## config.mk

```make
export PLATFORM = sky130hd
export DESIGN_NAME = ab_writeback
export DESIGN_NICKNAME = d
export VERILOG_FILES = /design/src/rtl/ab_writeback.sv
export SDC_FILE = /design/constraint.sdc
export NUM_CORES = 1
export LEC_CHECK = 0
export ABC_AREA = 1
export CAP_MARGIN = 20
export CORE_MARGIN = 2
export CORE_UTILIZATION = 50
export DETAILED_ROUTE_END_ITERATION = 8
export HOLD_SLACK_MARGIN = 0.1
export PLACE_DENSITY_LB_ADDON = 0.12
export SLEW_MARGIN = 5
export SYNTH_ARGS = -nofsm -noshare
export SYNTH_HDL_FRONTEND = slang
export SYNTH_SLANG_ARGS = --single-unit
```

## constraint.sdc

```tcl
create_clock -name clk -period 2 [get_ports clk]
set_input_delay 0.2 -clock clk [delete_from_list [all_inputs] [get_ports clk]]
set_output_delay 0.2 -clock clk [all_outputs]
set_load 0.02 [all_outputs]
```

## src/rtl/ab_writeback.sv

```systemverilog
// ab_writeback: commits decoder A/B/ZNC results under opCode write masks,
// forwards each committed state through a 2-entry FWFT FIFO, counts retirements.
`default_nettype none

module ab_writeback #(
   parameter int DEPTH = 2,
   parameter int CNT_W = 16
) (
   input  logic             clk,
   input  logic             reset_n,
   input  logic             in_valid,
   output logic             in_ready,
   input  logic [15:0]      opCode,
   input  logic [15:0]      A_in,
   input  logic [15:0]      B_in,
   input  logic [2:0]       ZNC_in,
   output logic [15:0]      A_reg,
   output logic [15:0]      B_reg,
   output logic [2:0]       ZNC_reg,
   output logic             out_valid,
   input  logic             out_ready,
   output logic [15:0]      out_A,
   output logic [15:0]      out_B,
   output logic [2:0]       out_ZNC,
   output logic [1:0]       out_unit,
   output logic [CNT_W-1:0] retire_cnt
);

   localparam int         REC_W = 16 + 16 + 3 + 2;
   localparam logic [1:0] FULL  = 2'(DEPTH);

   logic [REC_W-1:0] mem [0:1];
   logic             rd_ptr;
   logic             wr_ptr;
   logic [1:0]       count;

   logic             accept;
   logic             pop;
   logic [15:0]      a_next;
   logic [15:0]      b_next;
   logic [2:0]       znc_next;
   logic [REC_W-1:0] head;
   logic             unused_op;

   assign unused_op = ^opCode[10:0];

   // in_ready is a function of the occupancy alone, never of out_ready.
   assign in_ready  = (count != FULL);
   assign out_valid = (count != 2'd0);
   assign accept    = in_valid && in_ready;
   assign pop       = out_valid && out_ready;

   always_comb begin
      a_next   = opCode[13] ? A_in : A_reg;
      b_next   = opCode[12] ? B_in : B_reg;
      znc_next = opCode[11] ? ZNC_reg : ZNC_in;
   end

   always_ff @(posedge clk or negedge reset_n) begin
      if (!reset_n) begin
         A_reg      <= '0;
         B_reg      <= '0;
         ZNC_reg    <= '0;
         retire_cnt <= '0;
      end else if (accept) begin
         A_reg      <= a_next;
         B_reg      <= b_next;
         ZNC_reg    <= znc_next;
         retire_cnt <= retire_cnt + 1'b1;
      end
   end

   always_ff @(posedge clk or negedge reset_n) begin
      if (!reset_n) begin
         for (int i = 0; i < 2; i++) begin
            mem[i] <= '0;
         end
         rd_ptr <= 1'b0;
         wr_ptr <= 1'b0;
         count  <= 2'd0;
      end else begin
         // The record holds the post-update architectural state, not raw inputs.
         if (accept) begin
            mem[wr_ptr] <= {a_next, b_next, znc_next, opCode[15:14]};
            wr_ptr      <= ~wr_ptr;
         end
         if (pop) begin
            rd_ptr <= ~rd_ptr;
         end
         case ({accept, pop})
            2'b10:   count <= count + 2'd1;
            2'b01:   count <= count - 2'd1;
            default: count <= count;
         endcase
      end
   end

   assign head     = mem[rd_ptr];
   assign out_A    = head[36:21];
   assign out_B    = head[20:5];
   assign out_ZNC  = head[4:2];
   assign out_unit = head[1:0];

endmodule

`default_nettype wire

```

=== After elaboration in Yosys (flattened, before gate mapping) ===
Index checks and enable logic that the tools add are counted.

* Flip-flop bits (word level): 129
* Word-level logic and storage cells: 37

* $add $sub $neg: 3
* $lt $le $gt $ge: 3
* Eq/ne operators: 3
* Mux-type cells: 10
* Bitwise operators: 4
* Reduce and logical (&&, ||, !) cells: 5

{| class="wikitable"
|+ Operator list
! cell !! number
|-
| $mux W37 || 4
|-
| $bwmux W74 || 1
|-
| $demux W37 S1 || 1
|-
| $mux W16 || 2
|-
| $add A16 B1 Y16 const B || 1
|-
| $ge A2 B2 Y1 const B || 2
|-
| $not A1 Y2 || 2
|-
| $pmux W2 S2 || 1
|-
| $reduce_bool A2 Y1 || 2
|-
| $logic_and A1 B1 Y1 || 3
|-
| $mux W3 || 1
|-
| $add A2 B1 Y2 const B || 1
|-
| $eq A2 B1 Y1 const B || 1
|-
| $eq A2 B2 Y1 const B || 1
|-
| $lt A2 B1 Y1 const B || 1
|-
| $ne A2 B2 Y1 const B || 1
|-
| $not A1 Y1 || 2
|-
| $sub A2 B1 Y2 const B || 1
|}

=== Longest topological paths before layout ===
Gate-level depths: netlist of the first run.

* Word-level depth: 6
* Mapped depth: 8
* Depth with buffers taken out: 8

=== Least setup slack after synthesis of the first run ===
No wires, ideal clock.

* Kind: register to register
* Start point: register count[1]
* End point: register count[1]
* Setup time: 131 ps
* Data arrival time: 1458 ps
* Required time: 1869 ps
* Setup slack: 411 ps
* Stages on the path, launching flop included: 9
* Path buffers: 0
* Cells stage by stage: dfrtp_1 > inv_1 > nand2_1 > nand2_1 > inv_1 > ha_1 > a21oi_1 > o21ai_0 > xor2_1

* Cells in the longest elaborated chain, start to end: 4
* Elaborated cells between the ends (all ways): 10
* Those cells by class: 2 x add/sub; 3 x eq/ne; 1 x mux; 4 x reduce/logical

{| class="wikitable"
|+ RTL lines
! what !! line !! source
|-
| from (decl) || 35 || <nowiki>logic [1:0] count;</nowiki>
|-
| from (signal assigned) || 91 || <nowiki>2'b10: count <= count + 2'd1;</nowiki>
|-
| from (signal assigned) || 92 || <nowiki>2'b01: count <= count - 2'd1;</nowiki>
|-
| from (signal assigned) || 93 || <nowiki>default: count <= count;</nowiki>
|-
| $reduce_bool A2 Y1 * || 49 || <nowiki>assign out_valid = (count != 2'd0);</nowiki>
|-
| named net out_valid || 20 || <nowiki>output logic out_valid,</nowiki>
|-
| $logic_and A1 B1 Y1 * || 51 || <nowiki>assign pop = out_valid && out_ready;</nowiki>
|-
| named net pop || 38 || <nowiki>logic pop;</nowiki>
|-
| $eq A2 B1 Y1 / $eq A2 B2 Y1 (equally long branches) || 90 || <nowiki>case ({accept, pop})</nowiki>
|-
| $pmux W2 S2 / $reduce_bool A2 Y1 (equally long branches) || n/a ||
|}

The timed path passes the listed nets; every way through them passes the cells marked *.
A chain may end at the register's enable or synchronous reset.

=== Worst setup path in the final report of the first run ===
* Start point: register rd_ptr
* End point: output out_A[3]

* Cells in the longest elaborated chain, start to end: 4

{| class="wikitable"
|+ RTL lines
! what !! line !! source
|-
| from (decl) || 33 || <nowiki>logic rd_ptr;</nowiki>
|-
| from (signal assigned) || 88 || <nowiki>rd_ptr <= ~rd_ptr;</nowiki>
|-
| $not A1 Y2 (not written as such) || 98 || <nowiki>assign head = mem[rd_ptr];</nowiki>
|-
| $mux W37 (not written as such) (3 in series) || 98 ||
|-
| to (decl) || 22 || <nowiki>output logic [15:0] out_A,</nowiki>
|}

No other way between the ends. The select of a mux whose other input is x is not followed.

==> reports/metrics.yaml, run 1 <==
status: "finished clean"
core_ar_um2: 11400
clkTransAtPathRegs_ns: 0.05
synth.ff_latch_count: 129
multiInputGateArea_um2: 2150
synth_seq_area_share_pct: 55.0
yosysUniqueCellTypes: 19
syn-mean-instance-area_um2: 7.91
skew_ns: 0.00656
groute.usage.overall_pct: 24.2
num_vias: 5199
final_hold_viols: 0
setup_tns_ns: 0
placementRows: 39
timing.critical_path.slowest_stage_cell: "sky130_fd_sc_hd__dfrtp_2"
regArea_um2: 3230
critical_path.startpoint_type: "flip-flop"
die_height_um: 112
number_of_flip_flops_under_the_largest_register_name: 74
htree_num_levels: 4
setup_violations: 0
crit_path_max_fanout: 34
largest_register: "mem"
cts_inserted_buffers: 17
grt_overflow_total: 0
finalWirelength_mm: 14.5
critical_path.cell_chain: "buf_12 > o21ai_0 > dlygate4sd2_1"
input_output_buffers: 133
finalNetCount: 932
wl_per_cell_um: 14.0
worstPathArrival_ns: 1.66
diodes: 0
min-delay-path-class: "input pin to asynchronous set/reset pin"
layout.filler_cells: 928
drcViolationCount: 0
dpl_worst_slack_ns: 0.127
detail_route.first_pass.iterations: 5
synthesis.area_um2: 5870
first_global_vias: 5305
cts.root.buffer_cell: "sky130_fd_sc_hd__clkbuf_16"
drt-vias-per-instance: 5.04
critical_path.endpoint_type: "primary output"
share_of_cells_above_drive_strength_1_pct: 6.08
max-slew-margin-rel_pct: 63.8
power.ir.vdd_worst_mv: 0.921
wire_length_of_the_first_global_routing_pass_mm: 24.4
clock_latency_at_the_later_pin_of_the_worst_skew_pair_ns: 0.42
antenna_violating_nets_post_route: 0
cts_tree: "done"
timing.final.crit_share_pct: 93.1
post_synth_inst_count: 742
design.die.area_um2: 12600
static_leakage_power_nw: 3.93
path_class: "flip-flop to primary output"
final_core_utilization_pct: 70.5
finalWeightedCongestion: 0.825
place.detailed.hpwl_mm: 9.65
grt_antenna_before_repair: 0
area_growth_pct: 37.3
cp.required_ns: 1.80
rsz0062_at_grt: "no"
yosys_warnings: 0
cap_viol_max_count: 0
shortest_period_the_worst_path_allows_ns: 1.86
worstMarginPinSlew_ns: 0.543
postLayoutSetupSlackWorst_ns: 0.139
highest_clock_frequency_the_design_can_meet_ghz: 0.537
fin_total_pwr_w: 0.0137
cts_num_sinks: 129
post_cts.repair.setup_buffers: 0
timing_max_transition_violations_final: 0
floorplan.initialDensity_pct: 51.4
synth_nets: 799
design.portCount: 145
largest_net_degree_at_the_start_of_global_routing: 56
drt-initial-drc-count: 380
power_density_nw_per_um2: 1710
max_stage_delay_ns: 0.44
chipWidth_um: 112
cts.path.max_buffers: 2
-- routing by layer --
metal / GRT usage [%] / share of wire [%] / routed length [µm] / up-vias
met3: 7.99 / 6.2 / 890 / 14
met1: 30.6 / 44 / 6410 / 2476
met4: 7.40 / 1.1 / 154 / 0
met5: 0 / 0 / 0 / -
li1: - / - / - / 2563
met2: 39.8 / 48 / 7000 / 146
-- worst max-delay path: cells and delay by family (launching register included) --
family                 cells  cell delay [ns]
AO/OA/AOI/OAI              1             0.25
flip-flops                 1             0.44
buffers and inverters      2             0.56
-- cells in the mapped netlist (all sizes together) --
library cell | number | area, µm²
nand2 | 290 | 1090
o21ai | 142 | 711
dfrtp | 129 | 3230
inv | 88 | 330
clkbuf | 22 | 85.1
nor2 | 22 | 90.1
buf | 14 | 70.1
xor2 | 8 | 70.1
nand3 | 7 | 35.0
a21oi | 5 | 36.3
nand4 | 5 | 31.3
xnor2 | 5 | 43.8
nand3b | 3 | 22.5
ha | 2 | 25.0
-- final timing paths --
check,start,endpoint,slack (ns),cells after the start
max in group asynchronous,reset_n,mem[55],0.99,3
worst max-delay path,rd_ptr,out_A[3],0.14,3
min in group clk,opCode[15],mem[1],0.42,3
worst min register to register,mem[23],mem[23],0.48,2
worst max register to register,count[0],count[1],0.41,8
worst min-delay path,reset_n,B_reg[2],0.31,2
-- final cells by class --
cell class	instances	share of cell area [%]
well taps	143	2.22
clock buffers	22	6.01
clock inverters	10	2.52
flip-flops and latches	129	40.1
repair buffers	150	18.3
multi-input cells	489	26.7
inverters	88	4.10
-- report_power, final --
group | total (W) | internal (W) | leakage [nW] | switching [W]
combinational | 0.00584 | 0.00226 | 1.96 | 0.00358
sequential | 0.00435 | 0.00373 | 1.63 | 0.000611
clock | 0.00356 | 0.00246 | 0.336 | 0.00110
total | 0.0137 | 0.00846 | 3.93 | 0.00529
-- cells by family (layout without fill, tap and decap cells) --
| group | after synthesis | in the layout | synth area share [%] |
|---|---|---|---|
| buffers and inverters | 124 | 270 | 8.27 |
| and+or+nand+nor | 327 | 327 | 21.6 |
| AOI/OAI and AO/OA | 147 | 147 | 12.7 |
| xor gates and xnor gates | 13 | 13 | 1.94 |
| adders and majority gates | 2 | 2 | 0.426 |
| DFF | 129 | 129 | 55.0 |
-- cell usage in the layout, fill, tap and decap left out --
cell	Yosys	routed
sky130_fd_sc_hd__clkdlybuf4s50_1	0	95
sky130_fd_sc_hd__xnor2_1	5	5
sky130_fd_sc_hd__dfrtp_1	129	128
sky130_fd_sc_hd__dlygate4sd2_1	0	37
sky130_fd_sc_hd__bufinv_16	0	6
sky130_fd_sc_hd__a21oi_4	1	1
sky130_fd_sc_hd__nand2_1	290	290
sky130_fd_sc_hd__clkbuf_8	0	4
sky130_fd_sc_hd__a21oi_1	4	4
sky130_fd_sc_hd__clkbuf_1	20	1
sky130_fd_sc_hd__o21ai_1	7	7
sky130_fd_sc_hd__clkbuf_16	0	17
sky130_fd_sc_hd__buf_12	0	5
sky130_fd_sc_hd__xor2_1	8	8
sky130_fd_sc_hd__clkinvlp_4	0	1
sky130_fd_sc_hd__nand3_1	7	7
sky130_fd_sc_hd__nor2_1	21	21
sky130_fd_sc_hd__buf_4	0	12
sky130_fd_sc_hd__o21ai_0	135	135
sky130_fd_sc_hd__dfrtp_2	0	1
sky130_fd_sc_hd__nor2_4	1	1
sky130_fd_sc_hd__inv_2	3	3
sky130_fd_sc_hd__inv_1	85	85
sky130_fd_sc_hd__clkinv_2	0	3
sky130_fd_sc_hd__nand4_1	5	5
sky130_fd_sc_hd__ha_1	2	2
sky130_fd_sc_hd__nand3b_1	3	3
sky130_fd_sc_hd__dlygate4sd3_1	0	1
-- per-stage QoR --
stage	cells	instance area, µm²	hold WS (ns)
global route	1031	8050	0.338
floorplan	742	5870	-0.0956
detailed placement	998	7400	0.211
global placement	998	7400	0.206
finish	1031	8050	0.311
CTS	1031	8050	0.320
-- timing repair --
item                                   in CTS  in global routing
endpoints found under the hold margin      36                  0
setup endpoints to repair                  37                  0
hold buffers                                1                  0
gates resized for setup                    37                  0
No activity file was read; power rests on OpenSTA's default activity.
==> inputs of run 2 (changes only) <==
--- a/config.mk
+++ b/config.mk
@@ -12,6 +12,7 @@
 export DETAILED_ROUTE_END_ITERATION = 8
 export HOLD_SLACK_MARGIN = 0.1
 export PLACE_DENSITY_LB_ADDON = 0.12
+export RECOVER_POWER = 50
 export SLEW_MARGIN = 5
 export SYNTH_ARGS = -nofsm -noshare
 export SYNTH_HDL_FRONTEND = slang
==> run 2 against run 1 <==
  * Global-route usage unchanged
  * Clock skew down 0.0011 ns
  * Sequential share of layout area rose by 0.075 points
  * First-iteration DRC count fell by 2.1%
  * Die area stayed put
  * Cell count did not move
  * Core utilization fell by 0.13 points
  * Hold slack better by 0.10 ns
  * Combinational power about the same
  * Maximum frequency barely moved
  * Flip-flop and latch count did not move
  * Largest cell class unchanged
==> reports/metrics.yaml, run 2 (same netlist as run 1, synthesis figures left out) <==
drt-vias-per-instance: 5.03
critical_path.cell_chain: "buf_12 > o21ai_0 > dlygate4sd2_1"
drt-initial-drc-count: 372
setup_violations: 0
placementRows: 39
wl_per_cell_um: 14.0
grt_antenna_before_repair: 0
min-delay-path-class: "input pin to flip-flop"
area_growth_pct: 37.0
timing.final.crit_share_pct: 93.1
input_output_buffers: 133
detail_route.first_pass.iterations: 5
fin_hold_ws_ns: 0.413
design.die.area_um2: 12600
timing.critical_path.buf_inv: 2
max-slew-margin-rel_pct: 29.9
power_density_nw_per_um2: 1710
cts_num_sinks: 129
worstMarginPinSlew_ns: 1.05
clkTransAtPathRegs_ns: 0.05
timing.critical_path.slowest_stage_cell: "sky130_fd_sc_hd__dfrtp_2"
layout_commonest_cell: "sky130_fd_sc_hd__nand2_1"
cts.path.max_buffers: 2
first_global_vias: 5305
antenna_violating_nets_post_route: 0
number_of_flip_flops_under_the_largest_register_name: 74
worstPathArrival_ns: 1.66
clock_latency_at_the_later_pin_of_the_worst_skew_pair_ns: 0.41
power.ir.vdd_worst_mv: 0.920
grt_overflow_total: 0
groute.usage.overall_pct: 24.2
critPathTopFamily: "buffers and inverters"
path_class: "flip-flop to primary output"
max_stage_delay_ns: 0.44
post_cts.repair.setup_buffers: 0
setup_tns_ns: 0
finalWirelength_mm: 14.4
cp.required_ns: 1.80
floorplan.initialDensity_pct: 51.4
timing_max_transition_violations_final: 0
largest_register: "mem"
drcViolationCount: 0
final_hold_viols: 0
crit_path_max_fanout: 34
place.detailed.hpwl_mm: 9.65
highest_clock_frequency_the_design_can_meet_ghz: 0.537
shortest_period_the_worst_path_allows_ns: 1.86
chipWidth_um: 112
layout.cells.most_common_list: "sky130_fd_sc_hd__nand2_1 (290), sky130_fd_sc_hd__o21ai_0 (135), sky130_fd_sc_hd__dfrtp_1 (128)"
static_leakage_power_nw: 3.93
share_of_cells_above_drive_strength_1_pct: 5.86
layout.filler_cells: 930
wire_length_of_the_first_global_routing_pass_mm: 24.4
regArea_um2: 3230
cts_tree: "done"
status: "finished clean"
finalWeightedCongestion: 0.825
critical_path.startpoint_type: "flip-flop"
largest_net_degree_at_the_start_of_global_routing: 56
multiInputGateArea_um2: 2150
die_height_um: 112
core_ar_um2: 11400
rsz0062_at_grt: "no"
diodes: 0
design.portCount: 145
cts_inserted_buffers: 17
htree_num_levels: 4
skew_ns: 0.00548
finalNetCount: 932
cap_viol_max_count: 0
num_vias: 5185
critical_path.endpoint_type: "primary output"
cts.root.buffer_cell: "sky130_fd_sc_hd__clkbuf_16"
run 2: cell types whose count changed in the layout (fill, tap and decap cells not counted), sizes merged:
cell and delta:
buf -6, clkbuf +6
run 2: final cells by class:
type,instances,area share [%]
inverters,88,4.11
multi-input cells,489,26.8
repair buffers,150,18.2
clock buffers,22,6.02
well taps,143,2.23
clock inverters,10,2.52
flip-flops and latches,129,40.2
run 2: routing by layer:
layer,global-route usage [%],up-vias,wire length (µm)
met4,7.40,0,154
li1,-,2563,-
met2,39.8,154,6980
met3,7.99,15,901
met1,30.6,2453,6400
met5,0,-,0
run 2: repair_timing:
action,in CTS,in global routing
endpoints found under the setup margin,37,0
hold endpoints to repair,36,0
gates resized for setup,37,0
hold buffers,1,0
run 2: worst reg2reg max path, stage by stage, from the launching register on:
cell and delay (ns):
sky130_fd_sc_hd__dfrtp_1 0.39, sky130_fd_sc_hd__inv_1 0.11, sky130_fd_sc_hd__a21oi_4 0.17, sky130_fd_sc_hd__nand2_1 0.10
sky130_fd_sc_hd__clkbuf_2 0.54, sky130_fd_sc_hd__o21ai_0 0.34
run 2: final timing paths:
path                            start       end  slack (ns)  cells after the start
min in group asynchronous     reset_n  B_reg[2]        0.50                      2
hold reg to reg               mem[23]   mem[23]        0.48                      2
setup / recovery               rd_ptr  out_A[3]        0.14                      3
setup reg to reg             count[0]    mem[1]        0.25                      5
hold / removal             opCode[15]    mem[1]        0.41                      3
max in group asynchronous     reset_n   mem[55]        0.35                      3
run 2: through the flow:
stage / instances / total power [W] / cell area [µm²] / utilization (%) / worst slack (ns)
global route: 1031 / 0.0146 / 8040 / 70.4 / 0.0382
CTS: 1031 / 0.0139 / 8050 / 70.5 / 0.127
detailed placement: 998 / 0.0106 / 7400 / 64.8 / 0.127
finish: 1031 / 0.0137 / 8040 / 70.4 / 0.138
floorplan: 742 / 0.00769 / 5870 / - / 0.411
global placement: 998 / 0.0104 / 7400 / 64.8 / 0.180
run 2: report_power, final:
part           internal, W  switching, W  total (W)
combinational      0.00225       0.00357    0.00582
sequential         0.00373      0.000609    0.00434
clock              0.00246       0.00110    0.00357
total              0.00844       0.00529     0.0137
